[src/rtl/spi_slave_bit_engine.sv]
// SPI responder bit engine, oversampling sclk/cs_n/din in the clk domain.
// Optional SPI_SLV_OVERRUN_EN adds an overrun flag for frames longer than MAX_BITS.
module spi_slave_bit_engine #(
   parameter int MAX_BITS    = 100,
   parameter int SYNC_STAGES = 2
) (
   input  logic                clk,
   input  logic                rst,
   input  logic                cpol,
   input  logic                cpha,
   input  logic [MAX_BITS-1:0] tx_bits,
   input  logic                sclk,
   input  logic                cs_n,
   input  logic                din,
   output logic                dout,
   output logic [MAX_BITS-1:0] rx_bits,
   output logic [15:0]         rx_count,
   output logic                rx_valid,
`ifdef SPI_SLV_OVERRUN_EN
   output logic                overrun,
`endif
   output logic                busy
);

   localparam int IW = (MAX_BITS > 1) ? $clog2(MAX_BITS) : 1;
   localparam logic [15:0] MAX_N = 16'(MAX_BITS);

   typedef enum logic [1:0] {IDLE, ACTIVE, DONE} state_t;
   state_t state_q, state_d;

   logic [SYNC_STAGES-1:0] sclk_sync, cs_sync, din_sync;
   logic sclk_d, cs_d;
   logic sclk_s, cs_s, din_s;
   logic cpol_q, cpha_q;
   logic [MAX_BITS-1:0] tx_q, rx_shift;
   logic [15:0] n, tx_idx;
`ifdef SPI_SLV_OVERRUN_EN
   logic [15:0] samples;
`endif

   assign sclk_s = sclk_sync[SYNC_STAGES-1];
   assign cs_s   = cs_sync[SYNC_STAGES-1];
   assign din_s  = din_sync[SYNC_STAGES-1];

   logic cs_fall, cs_rise, sclk_edge, lead, trail, smp, shf;
   assign cs_fall   = cs_d & ~cs_s;
   assign cs_rise   = ~cs_d & cs_s;
   assign sclk_edge = sclk_s ^ sclk_d;
   assign lead      = sclk_edge & (sclk_s != cpol_q);
   assign trail     = sclk_edge & (sclk_s == cpol_q);
   assign smp       = cpha_q ? trail : lead;
   assign shf       = cpha_q ? lead : trail;

   // Sync chains reset low so a frame in flight across reset is never re-detected
   always_ff @(posedge clk or posedge rst) begin
      if (rst) begin
         sclk_sync <= '0;
         cs_sync   <= '0;
         din_sync  <= '0;
         sclk_d    <= 1'b0;
         cs_d      <= 1'b0;
      end else begin
         sclk_sync <= {sclk_sync[SYNC_STAGES-2:0], sclk};
         cs_sync   <= {cs_sync[SYNC_STAGES-2:0], cs_n};
         din_sync  <= {din_sync[SYNC_STAGES-2:0], din};
         sclk_d    <= sclk_s;
         cs_d      <= cs_s;
      end
   end

   always_ff @(posedge clk or posedge rst) begin
      if (rst) state_q <= IDLE;
      else     state_q <= state_d;
   end

   always_comb begin
      state_d = state_q;
      unique case (state_q)
         IDLE:    if (cs_fall) state_d = ACTIVE;
         ACTIVE:  if (cs_rise) state_d = DONE;
         DONE:    state_d = IDLE;
         default: state_d = IDLE;
      endcase
   end

   always_ff @(posedge clk or posedge rst) begin
      if (rst) begin
         cpol_q   <= 1'b0;
         cpha_q   <= 1'b0;
         tx_q     <= '0;
         rx_shift <= '0;
         n        <= '0;
         tx_idx   <= '0;
         dout     <= 1'b0;
         rx_bits  <= '0;
         rx_count <= '0;
         rx_valid <= 1'b0;
         busy     <= 1'b0;
`ifdef SPI_SLV_OVERRUN_EN
         samples  <= '0;
         overrun  <= 1'b0;
`endif
      end else begin
         rx_valid <= 1'b0;
         unique case (state_q)
            IDLE: begin
               dout <= 1'b0;
               if (cs_fall) begin
                  cpol_q   <= cpol;
                  cpha_q   <= cpha;
                  tx_q     <= tx_bits;
                  rx_shift <= '0;
                  n        <= '0;
                  busy     <= 1'b1;
                  dout     <= cpha ? 1'b0 : tx_bits[0];
                  tx_idx   <= cpha ? 16'd0 : 16'd1;
`ifdef SPI_SLV_OVERRUN_EN
                  samples  <= '0;
`endif
               end
            end
            ACTIVE: begin
               if (cs_rise) begin
                  rx_bits  <= rx_shift;
                  rx_count <= n;
                  rx_valid <= 1'b1;
                  busy     <= 1'b0;
                  dout     <= 1'b0;
`ifdef SPI_SLV_OVERRUN_EN
                  overrun  <= (samples > MAX_N);
`endif
               end else begin
                  if (smp) begin
                     if (n < MAX_N) begin
                        rx_shift[n[IW-1:0]] <= din_s;
                        n <= n + 16'd1;
                     end
`ifdef SPI_SLV_OVERRUN_EN
                     if (samples != 16'hFFFF) samples <= samples + 16'd1;
`endif
                  end
                  if (shf) begin
                     if (tx_idx < MAX_N) begin
                        dout   <= tx_q[tx_idx[IW-1:0]];
                        tx_idx <= tx_idx + 16'd1;
                     end else begin
                        dout <= 1'b0;
                     end
                  end
               end
            end
            DONE:    dout <= 1'b0;
            default: dout <= 1'b0;
         endcase
      end
   end

endmodule

[config.mk]
export PLATFORM = sky130hd
export DESIGN_NAME = spi_slave_bit_engine
export DESIGN_NICKNAME = d
export VERILOG_FILES = /design/src/rtl/spi_slave_bit_engine.sv
export SDC_FILE = /design/constraint.sdc
export NUM_CORES = 1
export LEC_CHECK = 0
export ABC_CLOCK_PERIOD_IN_PS = 18100
export CAP_MARGIN = 20
export CELL_PAD_IN_SITES_DETAIL_PLACEMENT = 0
export CELL_PAD_IN_SITES_GLOBAL_PLACEMENT = 1
export CORE_MARGIN = 3
export CORE_UTILIZATION = 54
export CTS_BUF_LIST = sky130_fd_sc_hd__clkbuf_8 sky130_fd_sc_hd__clkbuf_16
export CTS_CLUSTER_DIAMETER = 30
export DETAILED_ROUTE_END_ITERATION = 16
export DONT_BUFFER_PORTS = 1
export GPL_ROUTABILITY_DRIVEN = 1
export HOLD_SLACK_MARGIN = 0.12
export PLACE_DENSITY = 0.89
export REMOVE_ABC_BUFFERS = 1
export SLEW_MARGIN = 20
export SYNTH_ARGS = -nofsm -noshare
export SYNTH_HDL_FRONTEND = slang
export SYNTH_SLANG_ARGS = --single-unit
[constraint.sdc]
create_clock -name clk -period 18.1 [get_ports clk]
set_input_delay 0.905 -clock clk [delete_from_list [all_inputs] [get_ports clk]]
set_output_delay 0.905 -clock clk [all_outputs]
set_load 0.05 [all_outputs]
### Word level (Yosys, flattened, before mapping)

Index checks and enable logic that the tools add are counted.

| storage, ports and cells | value |
|---|---|
| register bits | 363 |
| bits of input ports | 107 |
| output and inout bits | 119 |
| logic and storage cells | 88 |

| operators by class | value |
|---|---|
| add/subtract/negate cells | 2 |
| $lt $le $gt $ge | 5 |
| equality and inequality tests | 11 |
| mux-type cells | 37 |
| bitwise operators | 7 |
| reductions and logical operators | 9 |

Operators by type and width:

| kind | number |
|---|---|
| 2-to-1 mux 100 bit | 4 |
| case mux 100 bit (2 select lines) | 1 |
| 2-to-1 mux 16 bit | 8 |
| bitwise mux 100 bit | 1 |
| case mux 16 bit (2 select lines) | 2 |
| adder 16 x 1 -> 16 bit (second input constant) | 2 |
| < comparator 16 x 7 -> 1 bit (second input constant) | 2 |
| < comparator 7 x 8 -> 1 bit (second input constant) | 2 |
| 2-to-1 mux 1 bit | 14 |
| inequality test 2 bit (second input constant) | 7 |
| AND reduction 5 bit | 2 |
| binary-select mux 1 bit (select 7 bit) | 1 |
| demux 1 bit (select 7 bit) | 1 |
| greater-or-equal comparator 7 x 1 -> 1 bit (second input constant) | 1 |
| AND reduction 2 bit | 3 |
| bitwise AND 1 bit | 4 |
| 2-to-1 mux 2 bit | 2 |
| case mux 1 bit (2 select lines) | 2 |
| case mux 2 bit (2 select lines) | 1 |
| inequality test 3 bit (second input constant) | 1 |
| AND reduction 3 bit | 1 |
| == test 2 x 1 -> 1 bit (second input constant) | 1 |
| logical NOT 2 bit | 1 |
| NOT 1 bit | 2 |
| other kinds (5) | 5 |

### Longest topological paths before layout

Gate-level depths: netlist of the first run.

| depth | value |
|---|---|
| depth after elaboration | 9 |
| gate-level depth with buffers | 10 |

### Least setup slack after synthesis of the first run

Ideal clock, no wire load.

| path | value |
|---|---|
| path kind | register to register |
| start | register tx_idx[0] |
| end | register dout |
| library setup time | 0.128 ns |
| arrival | 1.929 ns |
| slack | 16.042 ns |
| stages on the path, launching flop included | 8 |
| path buffers | 2 |
| clock period less this slack | 2.058 ns |
| path through | dfrtp_1 > buf_6 > buf_12 > mux4_1 > mux2_2 > a221o_1 > a311oi_1 > nor3_1 |

| between the ends | value |
|---|---|
| longest elaborated chain between the ends | 6 |

Ends and longest elaborated chain:

| element | RTL line | source |
|---|---|---|
| from (decl) | 36 | `logic [15:0] n, tx_idx;` |
| from (signal assigned) | 116 | `tx_idx <= cpha ? 16'd0 : 16'd1;` |
| from (signal assigned) | 145 | `tx_idx <= tx_idx + 16'd1;` |
| binary-select mux 1 bit (select 7 bit) | 144 | `dout <= tx_q[tx_idx[IW-1:0]];` |
| 2-to-1 mux 1 bit (not written as such) | 144 |  |
| 2-to-1 mux 1 bit (*) | 143 | `if (tx_idx < MAX_N) begin` |
| 2-to-1 mux 1 bit (*) | 142 | `if (shf) begin` |
| 2-to-1 mux 1 bit (*) | 123 | `if (cs_rise) begin` |
| case mux 1 bit (2 select lines) (*) | 105 | `unique case (state_q)` |
| to (signal assigned) | 115 | `dout <= cpha ? 1'b0 : tx_bits[0];` |
| to (signal assigned) | 144 |  |
| to (decl) | 15 | `output logic dout,` |

Mark *: on every way between the ends. The rest lies on a longest branch, timed or not. The select of a mux whose other input is x is not followed.
A chain may end at the register's enable or synchronous reset.

### Worst setup path in the final report of the first run

| path | value |
|---|---|
| start | register n[3] |
| end | register rx_shift[37] |

| between the ends | value |
|---|---|
| longest elaborated chain between the ends | 9 |

Ends and longest elaborated chain:

| element | RTL line | source |
|---|---|---|
| from (decl) | 36 |  |
| from (signal assigned) | 136 | `n <= n + 16'd1;` |
| < comparator 7 x 8 -> 1 bit (not written as such) / greater-or-equal comparator 7 x 1 -> 1 bit (equally long branches) | 135 | `rx_shift[n[IW-1:0]] <= din_s;` |
| logical AND 1 bit (not written as such) | 135 |  |
| 2-to-1 mux 1 bit (not written as such) | 135 |  |
| demux 1 bit (select 7 bit) | 135 |  |
| bitwise mux 100 bit | 135 |  |
| 2-to-1 mux 100 bit | 134 | `if (n < MAX_N) begin` |
| 2-to-1 mux 100 bit | 133 | `if (smp) begin` |
| 2-to-1 mux 100 bit | 123 |  |
| case mux 100 bit (2 select lines) | 105 |  |
| to (signal, indexed assignment) | 135 |  |
| to (decl) | 35 | `logic [MAX_BITS-1:0] tx_q, rx_shift;` |

Parallel ways exist; a longest one is shown, timed or not. The select of a mux whose other input is x is not followed.

==> results of run 1 <==
how the worst min path moves through the flow:
| stage | start | to | slack [ns] | depth (start not counted) |
|---|---|---|---|---|
| after floorplan | cs_sync[0] | cs_sync[1] | 0.33 | 0 |
| after global placement | sclk_sync[0] | sclk_sync[1] | 0.34 | 0 |
| after detailed placement | din_sync[0] | din_sync[1] | 0.34 | 0 |
| after CTS | din_sync[0] | din_sync[1] | 0.34 | 0 |
| after global routing | din_sync[0] | din_sync[1] | 0.33 | 0 |
| final | rst | rx_shift[78] | 0.33 | 1 |
cell type report:
type / instances / area (sq um) / share of cell area
multi-input combinational: 922 / 6160 / 0.332
inverter: 10 / 45.0 / 0.00243
timing repair buffer: 11 / 111 / 0.00600
clock inverter: 48 / 603 / 0.0325
tap: 378 / 473 / 0.0255
clock buffer: 90 / 2090 / 0.113
sequential: 363 / 9080 / 0.489
registers in the layout, summed over array words and instances (netlist names):
signal     count
busy           1
cpha_q         1
cpol_q         1
cs_d           1
cs_sync        2
din_sync       2
dout           1
n             16
rx_bits      100
rx_count      16
rx_shift     100
rx_valid       1
sclk_d         1
sclk_sync      2
state_q        2
tx_idx        16
tx_q         100
metal layers:
layer / part of all wire / up-vias / global-route usage
met2: 0.48 / 319 / 0.381
met4: 0.021 / 2 / 0.0802
met1: 0.42 / 5201 / 0.304
li1: - / 4730 / -
met3: 0.078 / 62 / 0.0723
met5: 0.00036 / - / 0
per-stage QoR:
step                      hold slack (ns)  instances
after floorplan                     0.331       1295
after global placement              0.337       1683
after detailed placement            0.337       1683
after CTS                           0.339       1821
after global routing                0.335       1822
final                               0.331       1822
worst reg2reg max path, delay by kind of cell, from the launching register on:
family	cells	cell delay [ns]
AOI/OAI and AO/OA	4	1.41
and+or+nand+nor	2	0.81
DFF	1	0.62
layout by cell type (no fill, tap or decap), types with 14 or more instances in the layout:
cell	synthesis	layout
o311ai_0	16	16
inv_1	9	19
dfrtp_1	363	362
nand3_1	28	28
nand2_1	474	473
mux2i_1	102	102
nor2_1	25	23
o41ai_1	16	16
clkbuf_8	0	14
and2_1	18	18
clkbuf_16	0	76
mux2_2	120	120
power by group:
group	internal, W	switching (W)	leakage, nW
Clock	0.000959	0.000461	1.35
Combinational	0.000150	0.000220	3.16
Sequential	0.000899	0.000106	4.86
Total	0.00201	0.000787	9.38
Yosys cell counts, types with 2 or more instances:
master      n  share of area
nand3_1    28         0.0089
mux4_2     11          0.016
nor2_1     25         0.0060
and3_1      3         0.0012
o41ai_1    16         0.0089
nor2b_1     7         0.0028
nor4_2      2         0.0016
buf_1       7         0.0017
a31oi_1     2        0.00080
mux2i_1   102          0.065
mux2_2    120          0.086
nor3_1     12         0.0038
xor2_1      5         0.0028
nand4_1     3         0.0012
ha_1        2         0.0016
o221ai_1    2         0.0011
inv_1       9         0.0022
or3_1       4         0.0016
o21a_1      2        0.00096
o311ai_0   16         0.0089
nand2b_1   11         0.0044
o21ai_0     4         0.0013
mux4_1     10          0.017
clkbuf_1   66          0.016
buf_2       6         0.0019
and2_1     18         0.0072
nor4_4      2         0.0027
xnor2_1     2         0.0011
dfrtp_1   363           0.58
a21oi_1     5         0.0016
o211ai_1    2        0.00096
nor4b_4     2         0.0030
buf_4       2        0.00096
nor4_1      3         0.0012
buf_6      10         0.0072
nand2_1   474           0.11
a211oi_1    2        0.00096
logic make-up after synthesis:
kind of cell	after synthesis
mux	243
simple gates	604
compound gates	66
fa+ha+maj	2
buf+inv	103
flops	363
xor+xnor	7
==> results.yml, run 1 <==
routing:
  first_pass_iters: 5
  postRouteAntennaNets: 0
  vias_per_cell: 5.66
  drc: 0
  wl_microns: 36300
  wl_per_cell_microns: 19.9
  drt_iter0_drc: 528
  num_vias: 10300
clock_network:
  path_clk_slew_ns: 0.05
  cts_max_path_buffers: 3
  numCtsBuffers: 76
  cts_root_buf: "clkbuf_16"
  cts.sinks: 363
  post_cts_buffers: 0
  cts_tree: "built"
  insertion_delay_ns: 0.58
  hold_buffers: 0
  cts_resized: 0
  cts_max_level: 3
finish:
  area_growth_pct: 18.3
  antenna_cells: 0
  fill_cells: 2093
  drive_above_1_share: 0.204
  utilization: 0.658
  stdcell_area_sq_um: 18600
  nets: 1493
yosys:
  synthCells: 1388
  syn-cell-area_sq_um: 15700
  ys.flop_type: "dfrtp_1"
  synth.avg_cell_area_sq_um: 11.3
  synth_compound_area_frac: 0.0357
  synth_seq_cells: 363
  ys_seq_area_frac: 0.579
  synth-async-reset-ratio: 1.00
  synthMuxAreaShare: 0.184
  synth-adder-area-share: 0.00159
  synth_warnings: 0
  synth-edff-count: 0
  synth_cell_types: 65
  yosys.area_share.simple: 0.165
  synth_top_family_by_area: "multiplexers"
  synth-xor-area-share: 0.00391
worst_setup_path:
  crit_end: "rx_shift[37]"
  crit_fanout: 42
  critPathTopFamily: "compound AO/OA/AOI/OAI gates"
  crit_path_top_delay_cell: "nand3_2"
  critPathLaunchType: "register"
  critPathKind: "reg -> reg"
  worstPathRequired_ns: 18.52
  r2r_slack_ns: 15.12
  slowest_delay_ns: 0.65
  path_cells: "o311ai_4, nand4_2, o21ai_2, nand3_2, o311ai_0, o41ai_1"
  r2r_start: "n[3]"
  crit_buf_inv: 0
  r2r_end: "rx_shift[37]"
  path_depth: 6
  end_kind: "register"
  critPathLaunch: "n[3]"
  critical_path_arrival_ns: 3.40
  r2r_cells: 6
power:
  pwr_density_cell_nw_per_um2: 150
  power_w: 0.00279
  leakage_nw: 9.38
  ir_worst_vdd_uv: 95.7
global_route:
  grt_max_degree: 176
  grt_first_pass_wirelength_microns: 58700
  grt_pass1_vias: 10900
  overflow: 0
  antenna_found_initial: 1
  grt_usage: 0.235
run:
  maxCapViolCount: 0
hold_path:
  hold_path_class: "in -> async"
placement:
  place_ws_ns: 14.92
  port_buffers: 0
  routabilityCongestion: 0.799
  dpl.hpwl_microns: 21500
  placed_cell_area_sq_um: 15800
sta:
  slew_headroom: 0.229
  layout_min_cycle_time_ns: 2.98
  fmax_mhz: 336
  hold_violations: 0
  skew_ns: 0.0241
  fin_tns_setup_ns: 0
  finalMaxSlewViolations: 0
  tightest_slew_ns: 1.15
  setup_ws_ns: 15.12
  fin_crit_sh: 0.165
  finalSetupViolCount: 0
  rsz0062_at_grt: "no"
floorplanning:
  dieArea_sq_um: 31100
  die_width_microns: 176
  fp-row-count: 61
  die_y_microns: 176
  ioPinCount: 226
  start_util: 0.556
  core_area_sq_um: 28200
status:
  outcome: "completed"
No activity file was read; power rests on OpenSTA's default activity.
==> run 2, diff against run 1 <==
- ABC_CLOCK_PERIOD_IN_PS: 18100 -> 2900
- CORE_UTILIZATION: 54 -> 50
- PLACE_DENSITY: 0.89 -> 0.84
- clock period: 18.1 -> 2.9 ns (I/O delays scaled with it)
==> results.yml, run 2 (synthesis gave the netlist of run 1 again) <==
status:
  outcome: "completed"
worst_setup_path:
  critPathLaunch: "cs_sync[1]"
  r2r_slack_ns: 0.45
  crit_path_top_delay_cell: "o311ai_0"
  end_kind: "register"
  r2r_end: "rx_shift[30]"
  r2r_cells: 8
  crit_end: "rx_shift[30]"
  worstPathRequired_ns: 3.28
  r2r_start: "cs_sync[1]"
  critPathLaunchType: "register"
  critPathKind: "reg -> reg"
  slowest_delay_ns: 0.42
  critical_path_arrival_ns: 2.83
  path_cells: "nand2b_1, nand2_1, a21o_2, inv_2, nand3_2, buf_12, o311ai_0, o41ai_1"
  crit_fanout: 38
floorplanning:
  ioPinCount: 226
  die_y_microns: 183
  fp-row-count: 64
  dieArea_sq_um: 33600
  die_width_microns: 183
  core_area_sq_um: 30700
  start_util: 0.510
power:
  power_w: 0.0173
  pwr-share-clk: 0.489
  ir_worst_vdd_uv: 497
  p_comb_frac: 0.147
  leakage_nw: 9.95
  switching_share: 0.276
  internal_power_w: 0.0125
  pwr-share-seq: 0.364
  pwr_density_cell_nw_per_um2: 871
  netSwitchingPower_w: 0.00479
clock_network:
  path_clk_slew_ns: 0.05
  cts_max_level: 3
  cts_max_path_buffers: 3
  post_cts_buffers: 0
  cts_resized: 0
  cts.sinks: 363
  numCtsBuffers: 74
  cts_tree: "built"
  insertion_delay_ns: 0.56
  cts_root_buf: "clkbuf_16"
placement:
  port_buffers: 0
  routabilityCongestion: 0.770
  numPlacedInstances: 1732
  dpl.hpwl_microns: 23500
routing:
  wl_per_cell_microns: 19.1
  vias_per_cell: 5.55
  drc: 0
  postRouteAntennaNets: 0
  first_pass_iters: 5
  num_vias: 10900
  wl_microns: 37700
  drt_iter0_drc: 779
global_route:
  grt_usage: 0.229
  overflow: 0
  antenna_found_initial: 1
  grt_first_pass_wirelength_microns: 61600
  grt_max_degree: 93
  grt_pass1_vias: 11400
sta:
  skew_ns: 0.0249
  finalSetupViolCount: 0
  rsz0062_at_grt: "no"
  tightest_slew_ns: 0.977
  layout_min_cycle_time_ns: 2.45
  fin_crit_sh: 0.844
  hold_violations: 0
  finalMaxSlewViolations: 0
  fmax_mhz: 409
  slew_headroom: 0.345
hold_path:
  hold_path_depth: 1
  min_from: "sclk"
  hold_path_class: "in -> reg"
finish:
  final_cell_mix: "nand2_1, dfrtp_1, mux2_2"
  area_growth_pct: 26.7
  antenna_cells: 0
  fill_cells: 2248
  utilization: 0.647
  top_regs: "rx_bits x100, rx_shift x100, tx_q x100"
  drive_above_1_share: 0.205
  layout_commonest_cell: "nand2_1"
  final_cells: 1970
  nets: 1627
run:
  maxCapViolCount: 0
## run 2: cell types whose count changed in the layout (fill, tap and decap cells not counted), sizes merged
cell,change
buf,+30
clkbuf,-2
bufinv,-1
clkinv,+3
dlygate4sd3,+106
inv,-6
## run 2: worst min path at each step
stage                               to  slack, ns
after floorplan             cs_sync[0]       0.18
after global placement        rx_valid       0.14
after detailed placement   rx_bits[14]       0.16
after CTS                   cs_sync[0]       0.15
after global routing      sclk_sync[0]       0.17
final                     sclk_sync[0]       0.17
## run 2: cell type report
| type | instances | area (sq um) | share of cell area |
|---|---|---|---|
| tap | 396 | 495 | 0.0249 |
| inverter | 10 | 45.0 | 0.00226 |
| clock inverter | 44 | 500 | 0.0252 |
| multi-input combinational | 922 | 6140 | 0.309 |
| sequential | 363 | 9080 | 0.457 |
| timing repair buffer | 147 | 1570 | 0.0789 |
| clock buffer | 88 | 2060 | 0.103 |
## run 2: critical path, delay by kind of cell, from the launching register on
kind	cells	cell delay [ns]
AND/OR/NAND/NOR	3	0.56
flip-flops	1	0.39
AO/OA/AOI/OAI	3	0.91
buffers and inverters	2	0.41
## run 2: power by group through the flow
stage          sequential, W  combinational (W)  clock (W)
2_1_floorplan        0.00631            0.00165          0
3_3_place_gp         0.00635            0.00237          0
3_5_place_dp         0.00637            0.00242          0
4_1_cts              0.00630            0.00255    0.00860
5_1_grt              0.00637            0.00280    0.00887
6_report             0.00630            0.00254    0.00848
## run 2: per-layer routing
| metal | up-vias | wire (microns) | track usage |
|---|---|---|---|
| li1 | 4996 | - | - |
| met1 | 5479 | 16000 | 0.300 |
| met2 | 391 | 18300 | 0.373 |
| met3 | 57 | 2600 | 0.0621 |
| met4 | 2 | 735 | 0.0734 |
| met5 | - | 13 | 0 |
## run 2: through the flow
step	worst slack [ns]	setup TNS (ns)	instance area (sq um)	hold slack, ns
after floorplan	-7.32	-3624.55	15200	0.176
after CTS	0.469	0	19900	0.152
after global placement	0.459	0	16300	0.145
final	0.453	0	19900	0.174
after global routing	0.271	0	19900	0.171
after detailed placement	0.471	0	16300	0.158
## run 2: what timing repair did
action,CTS,global route
endpoints found under the hold margin,364,0
endpoints found under the setup margin,0,0
hold buffers,106,0
==> run 3, diff against run 2 <==
- ABC_CLOCK_PERIOD_IN_PS: 2900 -> 2550
- clock period: 2.9 -> 2.55 ns (I/O delays scaled with it)
==> results.yml, run 3 (synthesis gave the netlist of run 1 again) <==
power:
  netSwitchingPower_w: 0.00527
  p_comb_frac: 0.152
  ir_worst_vdd_uv: 612
  pwr-share-seq: 0.363
  internal_power_w: 0.0143
  power_w: 0.0196
  pwr_density_cell_nw_per_um2: 989
  switching_share: 0.269
  leakage_nw: 9.98
  pwr-share-clk: 0.485
placement:
  port_buffers: 0
  routabilityCongestion: 0.795
  dpl.hpwl_microns: 23600
  placed_cell_area_sq_um: 16300
  place_ws_ns: 0.114
sta:
  layout_min_cycle_time_ns: 2.33
  setup_ws_ns: 0.218
  fin_tns_setup_ns: 0
  finalMaxSlewViolations: 0
  rsz0062_at_grt: "no"
  finalSetupViolCount: 0
  fmax_mhz: 429
  slew_headroom: 0.490
  tightest_slew_ns: 0.765
  hold_violations: 0
  fin_crit_sh: 0.914
  skew_ns: 0.0208
finish:
  nets: 1635
  drive_above_1_share: 0.205
  area_growth_pct: 26.4
  stdcell_area_sq_um: 19800
  final_cell_mix: "nand2_1, dfrtp_1, mux2_2"
  layout_commonest_cell: "nand2_1"
  fill_cells: 2330
  antenna_cells: 0
  top_regs: "rx_bits x100, rx_shift x100, tx_q x100"
  utilization: 0.645
routing:
  postRouteAntennaNets: 0
  drt_iter0_drc: 782
  first_pass_iters: 5
  drc: 0
  num_vias: 10900
  wl_microns: 37700
  wl_per_cell_microns: 19.1
  vias_per_cell: 5.51
clock_network:
  cts_root_buf: "clkbuf_16"
  cts_max_level: 3
  path_clk_slew_ns: 0.05
  cts_tree: "built"
  numCtsBuffers: 71
  cts.sinks: 363
  cts_max_path_buffers: 3
  insertion_delay_ns: 0.54
run:
  maxCapViolCount: 0
worst_setup_path:
  worstPathRequired_ns: 2.95
  r2r_start: "tx_idx[0]"
  r2r_cells: 6
  crit_path_top_delay_cell: "mux4_1"
  r2r_end: "dout"
  critical_path_arrival_ns: 2.74
  critPathKind: "reg -> reg"
  path_cells: "buf_4, mux4_1, mux2_2, a221o_1, a311oi_1, nor3_1"
  critPathLaunchType: "register"
  r2r_slack_ns: 0.22
  end_kind: "register"
  crit_end: "dout"
  slowest_delay_ns: 0.57
  crit_fanout: 9
  critPathLaunch: "tx_idx[0]"
global_route:
  overflow: 0
  grt_pass1_vias: 11200
  antenna_found_initial: 0
  grt_usage: 0.226
  grt_max_degree: 89
  grt_first_pass_wirelength_microns: 60800
floorplanning:
  fp-row-count: 64
  dieArea_sq_um: 33600
  die_y_microns: 183
  start_util: 0.510
  core_area_sq_um: 30700
  die_width_microns: 183
  ioPinCount: 226
hold_path:
  hold_path_class: "in -> reg"
status:
  outcome: "completed"
[run 3: power by group through the flow]
stage          sequential, W  clock, W  combinational [W]
2_1_floorplan        0.00718         0            0.00187
3_3_place_gp         0.00719         0            0.00277
3_5_place_dp         0.00720         0            0.00285
4_1_cts              0.00712   0.00968            0.00301
5_1_grt              0.00719    0.0100            0.00329
6_report             0.00712   0.00952            0.00298
[run 3: cell type report]
type	count	area, sq um	share of cell area
sequential	363	9080	0.458
multi-input combinational	922	6140	0.310
clock buffer	79	1900	0.0956
timing repair buffer	158	1600	0.0807
clock inverter	45	576	0.0290
tap	396	495	0.0250
inverter	10	45.0	0.00227
[run 3: timing repair]
action / in CTS / in global routing
setup buffers: 0 / 0
endpoints found under the hold margin: 441 / 0
endpoints found under the setup margin: 0 / 15
hold buffers: 106 / 0
resized for setup: 0 / 1
[run 3: metal layers]
layer	track usage	part of all wire	routed length (microns)	up-vias
met1	0.307	0.43	16100	5446
met5	0	0	0	-
met3	0.0589	0.070	2620	61
li1	-	-	-	4991
met2	0.361	0.48	18200	372
met4	0.0664	0.021	787	0
[run 3: how the worst min path moves through the flow]
stage,start,endpoint,slack (ns),depth (start not counted)
5_1_grt,din,din_sync[0],0.15,1
4_1_cts,din,din_sync[0],0.14,1
6_report,din,din_sync[0],0.15,1
3_3_place_gp,rst,rx_valid,0.12,1
3_5_place_dp,rst,rx_valid,0.13,1
2_1_floorplan,cs_n,cs_sync[0],0.16,0
[run 3: critical path: cells and delay by family, from the launching register on]
kind / cells / cell delay (ns)
AO/OA/AOI/OAI: 2 / 0.53
buffers and inverters: 1 / 0.25
flip-flops: 1 / 0.50
multiplexers: 2 / 0.85
AND/OR/NAND/NOR: 1 / 0.08
[run 3: stage by stage]
stage	hold WS [ns]	std cells
3_3_place_gp	0.119	1743
2_1_floorplan	0.159	1295
3_5_place_dp	0.127	1743
6_report	0.154	1973
4_1_cts	0.143	1973
5_1_grt	0.148	1973
